--- config.mk ---
export PLATFORM = sky130hd
export DESIGN_NAME = fixed_p_std_div_pipe
export DESIGN_NICKNAME = d
export VERILOG_FILES = /design/src/rtl/fixed_p_pkg.sv /design/src/rtl/fixed_p_div_step.sv /design/src/rtl/fixed_p_std_div_pipe.sv
export SDC_FILE = /design/constraint.sdc
export NUM_CORES = 1
export LEC_CHECK = 0
export BUFFER_PORTS_ARGS = -buffer_cell sky130_fd_sc_hd__buf_4
export CAP_MARGIN = 5
export CORE_ASPECT_RATIO = 1.1
export CORE_MARGIN = 2
export CORE_UTILIZATION = 48
export CTS_CLUSTER_DIAMETER = 120
export DETAILED_ROUTE_END_ITERATION = 8
export MAX_ROUTING_LAYER = met4
export PLACE_DENSITY = 0.65
export SYNTH_ARGS = -nofsm -noshare
export SYNTH_HDL_FRONTEND = slang
export SYNTH_HIERARCHICAL = 1
export SYNTH_SLANG_ARGS = --single-unit
--- constraint.sdc ---
create_clock -name clk -period 3.6 [get_ports clk]
set_input_delay 0.36 -clock clk [delete_from_list [all_inputs] [get_ports clk]]
set_output_delay 0.36 -clock clk [all_outputs]
set_load 0.05 [all_outputs]
--- src/rtl/fixed_p_pkg.sv ---
// Shared fixed-point types: sequencing states for the iterative divider.
package fixed_p_pkg;

    typedef enum logic [1:0] {
        ST_IDLE = 2'd0,
        ST_RUN  = 2'd1,
        ST_FIN  = 2'd2
    } div_state_e;

endpackage

--- src/rtl/fixed_p_div_step.sv ---
// One restoring-division iteration: shift in the next dividend bit, compare, subtract.
module fixed_p_div_step #(
    parameter int WIDTH = 32
) (
    input  logic [WIDTH:0]   rem_in,
    input  logic             bit_in,
    input  logic [WIDTH-1:0] divisor,
    output logic [WIDTH:0]   rem_out,
    output logic             q_bit
);

    logic [WIDTH+1:0] shifted;
    logic [WIDTH+1:0] divisor_ext;
    logic [WIDTH:0]   diff;

    always_comb begin
        shifted     = {rem_in, bit_in};
        divisor_ext = {2'b00, divisor};
        q_bit       = (shifted >= divisor_ext);
        // The kept remainder is always below the divisor, so the top bit drops cleanly.
        diff        = shifted[WIDTH:0] - divisor_ext[WIDTH:0];
        rem_out     = q_bit ? diff : shifted[WIDTH:0];
    end

endmodule

--- src/rtl/fixed_p_std_div_pipe.sv ---
// Unsigned fixed-point divider, one quotient bit per cycle (restoring, MSB first).
module fixed_p_std_div_pipe
    import fixed_p_pkg::*;
#(
    parameter int WIDTH       = 32,
    parameter int INT_WIDTH   = 8,
    parameter int FRACT_WIDTH = 24,
    parameter int SATURATE    = 1
) (
    input  logic             clk,
    input  logic             reset,
    input  logic             go,
    input  logic [WIDTH-1:0] left,
    input  logic [WIDTH-1:0] right,
    output logic [WIDTH-1:0] out_quotient,
    output logic [WIDTH-1:0] out_remainder,
    output logic             overflow,
    output logic             done
);

    localparam int D     = WIDTH + FRACT_WIDTH;
    localparam int CNT_W = $clog2(D);

    generate
        if (WIDTH != INT_WIDTH + FRACT_WIDTH) begin : g_bad_width
            $error("fixed_p_std_div_pipe: WIDTH must equal INT_WIDTH + FRACT_WIDTH");
        end
    endgenerate

    div_state_e       state_q, state_d;
    logic [CNT_W-1:0] cnt_q, cnt_d;
    logic [D-1:0]     dvd_q, dvd_d;
    logic [D-2:0]     quot_q, quot_d;
    logic [WIDTH:0]   rem_q, rem_d;
    logic [WIDTH-1:0] div_q, div_d;
    logic [WIDTH-1:0] out_quo_q, out_quo_d;
    logic [WIDTH-1:0] out_rem_q, out_rem_d;
    logic             ovf_q, ovf_d;
    logic             done_q, done_d;

    logic [WIDTH:0]   step_rem;
    logic             step_bit;
    logic [D-1:0]     full_quot;
    logic             full_ovf;

    fixed_p_div_step #(.WIDTH(WIDTH)) u_step (
        .rem_in  (rem_q),
        .bit_in  (dvd_q[D-1]),
        .divisor (div_q),
        .rem_out (step_rem),
        .q_bit   (step_bit)
    );

    assign full_quot = {quot_q, step_bit};
    assign full_ovf  = |full_quot[D-1:WIDTH];

    always_comb begin
        state_d   = state_q;
        cnt_d     = cnt_q;
        dvd_d     = dvd_q;
        quot_d    = quot_q;
        rem_d     = rem_q;
        div_d     = div_q;
        out_quo_d = out_quo_q;
        out_rem_d = out_rem_q;
        ovf_d     = ovf_q;
        done_d    = 1'b0;

        case (state_q)
            ST_IDLE: begin
                if (go) begin
                    if (right != '0) begin
                        dvd_d   = {left, {FRACT_WIDTH{1'b0}}};
                        div_d   = right;
                        rem_d   = '0;
                        quot_d  = '0;
                        cnt_d   = '0;
                        state_d = ST_RUN;
                    end else begin
                        // Divide by zero bypasses the iteration entirely.
                        out_quo_d = '1;
                        out_rem_d = left;
                        ovf_d     = 1'b1;
                        done_d    = 1'b1;
                        state_d   = ST_FIN;
                    end
                end
            end
            ST_RUN: begin
                dvd_d  = dvd_q << 1;
                rem_d  = step_rem;
                quot_d = full_quot[D-2:0];
                cnt_d  = cnt_q + CNT_W'(1);
                if (cnt_q == CNT_W'(D - 1)) begin
                    // Results land with the last step so they are valid while done is high.
                    out_quo_d = (full_ovf && (SATURATE != 0)) ? '1 : full_quot[WIDTH-1:0];
                    out_rem_d = step_rem[WIDTH-1:0];
                    ovf_d     = full_ovf;
                    done_d    = 1'b1;
                    state_d   = ST_FIN;
                end
            end
            ST_FIN: begin
                state_d = ST_IDLE;
            end
            default: begin
                state_d = ST_IDLE;
            end
        endcase
    end

    always_ff @(posedge clk) begin
        if (reset) begin
            state_q   <= ST_IDLE;
            cnt_q     <= '0;
            dvd_q     <= '0;
            quot_q    <= '0;
            rem_q     <= '0;
            div_q     <= '0;
            out_quo_q <= '0;
            out_rem_q <= '0;
            ovf_q     <= 1'b0;
            done_q    <= 1'b0;
        end else begin
            state_q   <= state_d;
            cnt_q     <= cnt_d;
            dvd_q     <= dvd_d;
            quot_q    <= quot_d;
            rem_q     <= rem_d;
            div_q     <= div_d;
            out_quo_q <= out_quo_d;
            out_rem_q <= out_rem_d;
            ovf_q     <= ovf_d;
            done_q    <= done_d;
        end
    end

    assign out_quotient  = out_quo_q;
    assign out_remainder = out_rem_q;
    assign overflow      = ovf_q;
    assign done          = done_q;

endmodule

==> impl_metrics.env, run 1 <==
export IMPL_status="finished, final reports clean"
export IMPL_cts_tree="done"
export IMPL_ir_drop_uv=1038
export IMPL_r2r_slack_ns=0.27
export IMPL_hp_start="right[2]"
export IMPL_reg2reg_depth=14
export IMPL_layout_nets=1451
export IMPL_dp_hpwl_um=19940
export IMPL_place_ws_ns=0.2739
export IMPL_finalPower_w=0.01253
export IMPL_vias=9579
export IMPL_antenna_left=0
export IMPL_tns_ns=0
export IMPL_p_leak_nw=5.372
export IMPL_placed_cell_area_um2=12110
export IMPL_p_per_area_nw_per_um2=959.5
export IMPL_io_pins=133
export IMPL_die_w_um=147.8
export IMPL_slew_headroom=0.3234
export IMPL_portBuffers=132
export IMPL_tightest_slew_ns=1.014
export IMPL_synth_area_um2=10930
export IMPL_routabilityCongestion=0.8568
export IMPL_grt_use_total=0.2434
export IMPL_drive_gt1_frac=0.1572
export IMPL_antennaDiodeCount=0
export IMPL_crit_type="flip-flop to flip-flop"
export IMPL_holdCritPathClass="primary input to flip-flop"
export IMPL_slew_viol_final=0
export IMPL_async_flop_share=0
export IMPL_synth_top_area_cell="dfxtp_1"
export IMPL_crit_path_cell_trace="inv_1, ha_1, inv_1, fa_1, a211oi_2, o211a_1, o211ai_1, and2_1, a31oi_2, a31oi_4, buf_4, a21oi_1, a21oi_1, a211oi_1"
export IMPL_cts_setup_buffers=0
export IMPL_rows=57
export IMPL_drc=0
export IMPL_yosys_most_used_dff="dfxtp_1"
export IMPL_synth_distinct_cells=63
export IMPL_r2r_start="dvd_q[55]$_SDFFE_PP0P_"
export IMPL_drt_wl_total_um=29130
export IMPL_crit_fanout=37
export IMPL_whs_ns=0.08626
export IMPL_antenna_found_initial=0
export IMPL_drv_cap=0
export IMPL_fmax_ghz=0.3000
export IMPL_drtPass1Iterations=5
export IMPL_coreArea_um2=22250
export IMPL_whs_endpoint="div_q[2]$_SDFFE_PP0P_"
export IMPL_die_height_um=162.2
export IMPL_setup_viol=0
export IMPL_grt_overflow_total=0
export IMPL_hold_path_depth=3
export IMPL_yosysMostFrequentCell="dfxtp_1"
export IMPL_yosys_warnings=6
export IMPL_synth_top_area_share=0.4141
export IMPL_worstPathArrival_ns=3.76
export IMPL_skew_ns=0.01284
export IMPL_cts_sinks=226
export IMPL_area_growth_pct=19.49
export IMPL_wl_per_cell_um=17.51
export IMPL_final_setup_worst_slack_ns=0.2665
export IMPL_die_area_um2=23980
export IMPL_hold_viol=0
export IMPL_cts_buffers=24
export IMPL_grt_pass1_wl_um=46780
export IMPL_period_minus_slack_ns=3.334
export IMPL_yosys_top_cells_count="226 x dfxtp_1, 133 x nor3_1, 123 x inv_1, 109 x nor2_1, 89 x a22o_1"
export IMPL_period_share=0.9260
export IMPL_cpMaxStageDelayCell="fa_1"
export IMPL_grt_max_degree=76
export IMPL_ctsHoldBuffers=0
export IMPL_synth_seq_cells=226
export IMPL_seq_area_frac_synth=0.4141
export IMPL_clockBufferDepth=3
export IMPL_end_kind="flip-flop"
export IMPL_r2r_end="out_remainder[12]$_SDFFE_PP0P_"
export IMPL_synth_avg_cell_area_um2=8.589
export IMPL_fin_area_um2=13060
export IMPL_initial_utilization=0.4910
export IMPL_cts_resized_gates=0
export IMPL_synth_edff_count=0
export IMPL_required_ns=4.03
export IMPL_grt_pass1_vias=9051
export IMPL_rsz0062_at_grt="no"
export IMPL_via_per_inst=5.760
export IMPL_netlist_instances=1272
export IMPL_netlist_top_cells_area="dfxtp_1 41%, a22o_1 7.1%, nor3_1 6.1%"
export IMPL_root_buffer="clkbuf_16"
export IMPL_ctsHtreeMaxLevel=1
export IMPL_clkLatencyLatePin_ns=0.52
export IMPL_slowest_delay_ns=0.42
export IMPL_startpoint_type="flip-flop"
export IMPL_drtIter0Drc=778
export IMPL_cts_clk_slew_worst_paths_ns=0.06
export IMPL_syn_nets=1373
## registers in the layout, summed over array words and instances, names as in the netlist
name	count
cnt_q	6
out_remainder	32
quot_q	55
rem_q	33
overflow	1
dvd_q	32
div_q	32
state_q	2
out_quotient	32
done	1
## worst max-delay path, delay by kind of cell (launching register included)
kind / cells / cell delay, ns
AOI/OAI and AO/OA: 8 / 1.72
adders and majority gates: 2 / 0.58
buffers and inverters: 3 / 0.39
DFF: 1 / 0.34
and+or+nand+nor: 1 / 0.19
## power breakdown
group	internal (W)	switching, W	total (W)
registers	0.00274	0.000217	0.00296
clock network	0.00187	0.00102	0.00290
logic	0.00259	0.00409	0.00667
total	0.00720	0.00533	0.0125
## worst max path at each step
| stage | endpoint | slack (ns) | start |
|---|---|---|---|
| finish | out_remainder[12]$_SDFFE_PP0P_ | 0.27 | dvd_q[55]$_SDFFE_PP0P_ |
| global route | out_remainder[16]$_SDFFE_PP0P_ | 0.03 | dvd_q[55]$_SDFFE_PP0P_ |
| CTS | out_remainder[12]$_SDFFE_PP0P_ | 0.28 | dvd_q[55]$_SDFFE_PP0P_ |
| detailed placement | out_remainder[12]$_SDFFE_PP0P_ | 0.27 | dvd_q[55]$_SDFFE_PP0P_ |
| global placement | out_remainder[15]$_SDFFE_PP0P_ | 0.36 | dvd_q[55]$_SDFFE_PP0P_ |
| floorplan | rem_q[32]$_SDFFE_PP0P_ | 0.65 | dvd_q[55]$_SDFFE_PP0P_ |
## layout make-up
cell class | instances | area, um^2
inverter | 124 | 465.4
tap | 295 | 369.1
fill | 2031 | 9196
multi-input combinational | 823 | 5569
timing repair buffer | 151 | 1184
clock buffer | 33 | 705.7
sequential | 226 | 4526
clock inverter | 11 | 236.5
## cell families (layout without fill, tap and decap cells)
| family | Yosys count | count (layout) | synth area share |
|---|---|---|---|
| muxes | 34 | 34 | 0.03138 |
| AOI/OAI and AO/OA | 343 | 343 | 0.2413 |
| adders and majority gates | 34 | 34 | 0.03962 |
| and+or+nand+nor | 382 | 382 | 0.1698 |
| DFF | 226 | 226 | 0.4141 |
| xor gates and xnor gates | 30 | 30 | 0.02405 |
| buffers and inverters | 223 | 319 | 0.07971 |
## through the flow
stage               cells    util
floorplan            1272       -
global placement     1619  0.5444
detailed placement   1619  0.5444
CTS                  1663  0.5867
global route         1663  0.5867
finish               1663  0.5867
## layer usage
layer  up-vias  wire (um)  global-route usage
met3        49       1498             0.03202
met1      4542      13050              0.3149
met2       261      13800              0.4008
met4         0        782             0.07056
met5         -          0                   -
li1       4727          -                   -
## cells in the final DEF, fill, tap and decap left out, types with 16 or more instances in the layout
| cell type | instances |
|---|---|
| a211oi_1 | 34 |
| a22o_1 | 89 |
| ha_1 | 33 |
| a221o_1 | 16 |
| inv_1 | 123 |
| xnor2_1 | 18 |
| buf_4 | 147 |
| a311o_1 | 16 |
| mux2i_1 | 32 |
| a21oi_1 | 84 |
| nand2_1 | 41 |
| dfxtp_1 | 225 |
| nor3_1 | 132 |
| clkbuf_16 | 25 |
| nor2_1 | 108 |
| a221oi_1 | 32 |
| nor2b_1 | 35 |
Note: power is estimated with default switching activity, not from simulation.
==> run 2, diff against run 1 <==
--- a/config.mk
+++ b/config.mk
@@ -12,7 +12,6 @@
 export CORE_UTILIZATION = 48
 export CTS_CLUSTER_DIAMETER = 120
 export DETAILED_ROUTE_END_ITERATION = 8
-export MAX_ROUTING_LAYER = met4
 export PLACE_DENSITY = 0.65
 export SYNTH_ARGS = -nofsm -noshare
 export SYNTH_HDL_FRONTEND = slang
==> impl_metrics.env, run 2 (same netlist as run 1, synthesis figures left out) <==
export IMPL_drv_cap=0
export IMPL_antennaDiodeCount=0
export IMPL_grt_overflow_total=0
export IMPL_startpoint_type="flip-flop"
export IMPL_grt_use_total=0.2361
export IMPL_r2r_end="out_remainder[12]$_SDFFE_PP0P_"
export IMPL_period_share=0.9193
export IMPL_clockBufferDepth=3
export IMPL_wl_per_cell_um=17.45
export IMPL_final_cell_mix="225 x dfxtp_1, 147 x buf_4, 132 x nor3_1"
export IMPL_io_pins=133
export IMPL_ir_drop_uv=1041
export IMPL_setup_viol=0
export IMPL_met3_length_um=1719
export IMPL_hold_viol=0
export IMPL_tns_ns=0
export IMPL_end_kind="flip-flop"
export IMPL_via_per_inst=5.741
export IMPL_antenna_left=0
export IMPL_top_layer_used="met4"
export IMPL_fin_area_um2=13060
export IMPL_drive_gt1_frac=0.1572
export IMPL_crit_start="dvd_q[55]$_SDFFE_PP0P_"
export IMPL_cts_sinks=226
export IMPL_portBuffers=132
export IMPL_final_setup_worst_slack_ns=0.2906
export IMPL_initial_utilization=0.4910
export IMPL_ctsHoldBuffers=0
export IMPL_die_w_um=147.8
export IMPL_drc=0
export IMPL_cts_buffers=24
export IMPL_largest_register="quot_q"
export IMPL_fmax_ghz=0.3022
export IMPL_area_growth_pct=19.49
export IMPL_routabilityCongestion=0.8436
export IMPL_required_ns=4.03
export IMPL_wl_met1_um=12710
export IMPL_dp_hpwl_um=19940
export IMPL_clkLatencyLatePin_ns=0.52
export IMPL_largest_reg_flops=55
export IMPL_placed_cell_area_um2=12110
export IMPL_skew_ns=0.01117
export IMPL_holdCritPathClass="primary input to flip-flop"
export IMPL_crit_fanout=37
export IMPL_crit_type="flip-flop to flip-flop"
export IMPL_drtPass1Iterations=5
export IMPL_coreArea_um2=22250
export IMPL_status="finished, final reports clean"
export IMPL_p_leak_nw=5.372
export IMPL_layout_cells_most_common="dfxtp_1"
export IMPL_r2r_start="dvd_q[55]$_SDFFE_PP0P_"
export IMPL_die_area_um2=23980
export IMPL_drt_wl_total_um=29010
export IMPL_reg_top3="quot_q (55), rem_q (33)"
export IMPL_antenna_found_initial=0
export IMPL_slew_viol_final=0
export IMPL_slew_headroom=0.3523
export IMPL_p_per_area_nw_per_um2=959.0
export IMPL_cts_resized_gates=0
export IMPL_reg2reg_depth=15
export IMPL_hold_path_depth=3
export IMPL_period_minus_slack_ns=3.309
export IMPL_finalPower_w=0.01252
export IMPL_grt_max_degree=76
export IMPL_grt_pass1_wl_um=46730
export IMPL_whs_endpoint="div_q[2]$_SDFFE_PP0P_"
export IMPL_root_buffer="clkbuf_16"
export IMPL_ctsHtreeMaxLevel=1
export IMPL_die_height_um=162.2
export IMPL_rsz0062_at_grt="no"
export IMPL_hp_start="right[2]"
export IMPL_cts_tree="done"
export IMPL_layout_nets=1451
export IMPL_cts_setup_buffers=0
export IMPL_worstPathArrival_ns=3.74
export IMPL_r2r_slack_ns=0.29
export IMPL_drtIter0Drc=696
export IMPL_route_met2_wl_um=13810
export IMPL_tightest_slew_ns=0.9706
export IMPL_grt_pass1_vias=9076
export IMPL_rows=57
export IMPL_vias=9547
export IMPL_cts_clk_slew_worst_paths_ns=0.06
export IMPL_place_ws_ns=0.2739
-- run 2: cell counts in the layout (fill, tap and decap cells not counted) --
No cell type changed its count.
-- run 2: worst max-delay path: stages (launching register included) --
cell and delay, ns:
dfxtp_1 0.38, inv_1 0.06, ha_1 0.21, inv_1 0.07
fa_1 0.23, a211oi_2 0.10, o211a_1 0.25, o211ai_1 0.16
and2_1 0.22, a31oi_2 0.17, a31oi_4 0.24, buf_4 0.40
nor2_1 0.08, a21oi_1 0.30, a21oi_1 0.12, a211oi_1 0.23
-- run 2: how the worst max path moves through the flow --
stage,to,slack [ns],depth (start not counted)
floorplan,rem_q[32]$_SDFFE_PP0P_,0.65,13
global placement,out_remainder[15]$_SDFFE_PP0P_,0.36,14
detailed placement,out_remainder[12]$_SDFFE_PP0P_,0.27,14
CTS,out_remainder[12]$_SDFFE_PP0P_,0.28,15
global route,out_remainder[16]$_SDFFE_PP0P_,0.03,15
finish,out_remainder[12]$_SDFFE_PP0P_,0.29,15
-- run 2: layout make-up --
cell class              instances  area (um^2)
clock buffers                  33        705.7
clock inverters                11        236.5
repair buffers                151         1184
multi-input cells             823         5569
inverters                     124        465.4
flip-flops and latches        226         4526
well taps                     295        369.1
fillers                      2031         9196
-- run 2: power by group --
part	internal [W]	leakage (nW)	total, W	switching [W]
combinational	0.00259	3.08	0.00666	0.00408
clock	0.00187	0.459	0.00290	0.00103
sequential	0.00274	1.83	0.00296	0.000217
total	0.00720	5.37	0.0125	0.00532
-- run 2: per-layer routing --
layer | global-route usage | vias to the layer above
li1 | - | 4727
met1 | 0.3119 | 4497
met2 | 0.4019 | 275
met3 | 0.03399 | 48
met4 | 0.07056 | 0
met5 | 0 | -
-- run 2: through the flow --
| stage | instances | util | hold slack (ns) |
|---|---|---|---|
| after floorplan | 1272 | - | 0.4433 |
| after detailed placement | 1619 | 0.5444 | 0.4593 |
| final | 1663 | 0.5867 | 0.08732 |
| after CTS | 1663 | 0.5867 | 0.07056 |
| after global placement | 1619 | 0.5444 | 0.4539 |
| after global routing | 1663 | 0.5867 | 0.08475 |
==> run 3, diff against run 2 <==
--- a/config.mk
+++ b/config.mk
@@ -9,10 +9,10 @@
 export CAP_MARGIN = 5
 export CORE_ASPECT_RATIO = 1.1
 export CORE_MARGIN = 2
-export CORE_UTILIZATION = 48
+export CORE_UTILIZATION = 50
 export CTS_CLUSTER_DIAMETER = 120
 export DETAILED_ROUTE_END_ITERATION = 8
-export PLACE_DENSITY = 0.65
+export PLACE_DENSITY = 0.67
 export SYNTH_ARGS = -nofsm -noshare
 export SYNTH_HDL_FRONTEND = slang
 export SYNTH_HIERARCHICAL = 1
==> impl_metrics.env, run 3 (same netlist as run 1, synthesis figures left out) <==
export IMPL_status="finished, final reports clean"
export IMPL_cts_clk_slew_worst_paths_ns=0.06
export IMPL_fmax_ghz=0.2994
export IMPL_wl_met1_um=12190
export IMPL_combPwrFrac=0.550
export IMPL_dp_hpwl_um=19840
export IMPL_tns_ns=0
export IMPL_pwr_share_clk=0.209
export IMPL_routabilityCongestion=0.8968
export IMPL_cts_buffers=24
export IMPL_p_per_area_nw_per_um2=952.0
export IMPL_ir_drop_uv=891.1
export IMPL_slew_viol_final=0
export IMPL_portBuffers=132
export IMPL_coreArea_um2=21370
export IMPL_end_kind="flip-flop"
export IMPL_fin_area_um2=12950
export IMPL_grt_use_total=0.2444
export IMPL_p_leak_nw=5.315
export IMPL_slew_headroom=0.3605
export IMPL_via_per_inst=5.817
export IMPL_antenna_left=0
export IMPL_drtIter0Drc=677
export IMPL_crit_type="flip-flop to flip-flop"
export IMPL_rows=56
export IMPL_grt_pass1_vias=9162
export IMPL_drive_gt1_frac=0.1586
export IMPL_worstPathBufferInverterCount=3
export IMPL_die_height_um=159.0
export IMPL_root_buffer="clkbuf_16"
export IMPL_nFillCells=1897
export IMPL_layout_cells_most_common="dfxtp_1"
export IMPL_antennaDiodeCount=0
export IMPL_ctsHoldBuffers=0
export IMPL_largest_register="quot_q"
export IMPL_worstPathArrival_ns=3.76
export IMPL_cts_resized_gates=0
export IMPL_die_area_um2=23050
export IMPL_io_pins=133
export IMPL_ctsHtreeMaxLevel=1
export IMPL_drtPass1Iterations=5
export IMPL_drv_cap=0
export IMPL_cts_setup_buffers=0
export IMPL_vias=9644
export IMPL_largest_reg_flops=55
export IMPL_p_int_w=0.006909
export IMPL_antenna_found_initial=0
export IMPL_drt_wl_total_um=29130
export IMPL_wl_per_cell_um=17.57
export IMPL_clockBufferDepth=3
export IMPL_grt_pass1_wl_um=47310
export IMPL_reg_top3="quot_q (55), rem_q (33)"
export IMPL_rsz0062_at_grt="no"
export IMPL_netSwitchingFraction=0.4398
export IMPL_slowest_delay_ns=0.42
export IMPL_clkLatencyLatePin_ns=0.51
export IMPL_switching_power_w=0.005423
export IMPL_p_seq_frac=0.240
export IMPL_route_met2_wl_um=13970
export IMPL_top_layer_used="met4"
export IMPL_regArea_um2=4526
export IMPL_layout_nets=1452
export IMPL_startpoint_type="flip-flop"
export IMPL_area_growth_pct=18.56
export IMPL_placed_cell_area_um2=12110
export IMPL_setup_viol=0
export IMPL_met3_length_um=1841
export IMPL_drc=0
export IMPL_final_cell_mix="225 x dfxtp_1, 148 x buf_4, 132 x nor3_1"
export IMPL_multi_input_area_um2=5573
export IMPL_hold_viol=0
export IMPL_crit_fanout=32
export IMPL_period_share=0.9279
export IMPL_die_w_um=144.9
export IMPL_crit_family="compound AO/OA/AOI/OAI gates"
export IMPL_grt_overflow_total=0
export IMPL_tightest_slew_ns=0.9582
export IMPL_initial_utilization=0.5112
export IMPL_cts_sinks=226
export IMPL_period_minus_slack_ns=3.340
export IMPL_cts_tree="done"
export IMPL_skew_ns=0.008394
export IMPL_holdCritPathClass="primary input to flip-flop"
export IMPL_crit_path_cell_trace="inv_1, ha_1, inv_1, fa_1, a211oi_2, o211a_1, o211ai_1, and2_1, a31oi_2, a31oi_4, buf_4, a21oi_1, a21oi_1, a211oi_1"
export IMPL_grt_max_degree=90
export IMPL_cpMaxStageDelayCell="fa_1"
export IMPL_required_ns=4.02
-- run 3: stage by stage --
step                      utilization  power, W  hold WS (ns)  instances  setup slack, ns
after floorplan                     -  0.008058        0.4433       1272           0.6485
after global placement         0.5669  0.009624        0.4538       1615           0.3736
after detailed placement       0.5669  0.009634        0.4593       1615           0.2726
after CTS                      0.6060   0.01227       0.07488       1658           0.2518
after global routing           0.6061   0.01317       0.08994       1658          0.01752
final                          0.6061   0.01233       0.09126       1658           0.2595
-- run 3: final timing paths --
kind | start | end | slack [ns] | depth (start not counted)
worst min-delay path | right[4] | div_q[4]$_SDFFE_PP0P_ | 0.09 | 3
worst max register to register | dvd_q[55]$_SDFFE_PP0P_ | out_remainder[16]$_SDFFE_PP0P_ | 0.26 | 14
worst min register to register | out_quotient[12]$_SDFFE_PP0P_ | out_quotient[12]$_SDFFE_PP0P_ | 0.46 | 2
worst max-delay path | dvd_q[55]$_SDFFE_PP0P_ | out_remainder[16]$_SDFFE_PP0P_ | 0.26 | 14
-- run 3: layer usage --
layer | vias to the layer above | track usage
met1 | 4495 | 0.3134
met3 | 70 | 0.02837
met5 | - | 0
li1 | 4730 | -
met4 | 0 | 0.1040
met2 | 349 | 0.4171
-- run 3: power by group through the flow --
stage	Sequential, W	Clock (W)	Combinational [W]
after CTS	0.00296	0.00263	0.00668
final	0.00296	0.00258	0.00679
after detailed placement	0.00301	0	0.00663
after global routing	0.00299	0.00272	0.00746
after global placement	0.00300	0	0.00662
after floorplan	0.00293	0	0.00513
-- run 3: worst register-to-register path, delay by kind of cell, from the launching register on --
| family | cells | cell delay [ns] |
|---|---|---|
| compound gates | 8 | 1.76 |
| fa+ha+maj | 2 | 0.58 |
| buf+inv | 3 | 0.38 |
| flops | 1 | 0.33 |
| simple gates | 1 | 0.18 |
-- run 3: cell type report --
| class | instances | area share |
|---|---|---|
| Clock inverter | 13 | 0.01246 |
| Sequential cell | 226 | 0.3494 |
| Clock buffer | 30 | 0.05206 |
| Tap cell | 290 | 0.02801 |
| Multi-Input combinational cell | 823 | 0.4302 |
| Timing Repair Buffer | 152 | 0.09195 |
| Inverter | 124 | 0.03593 |
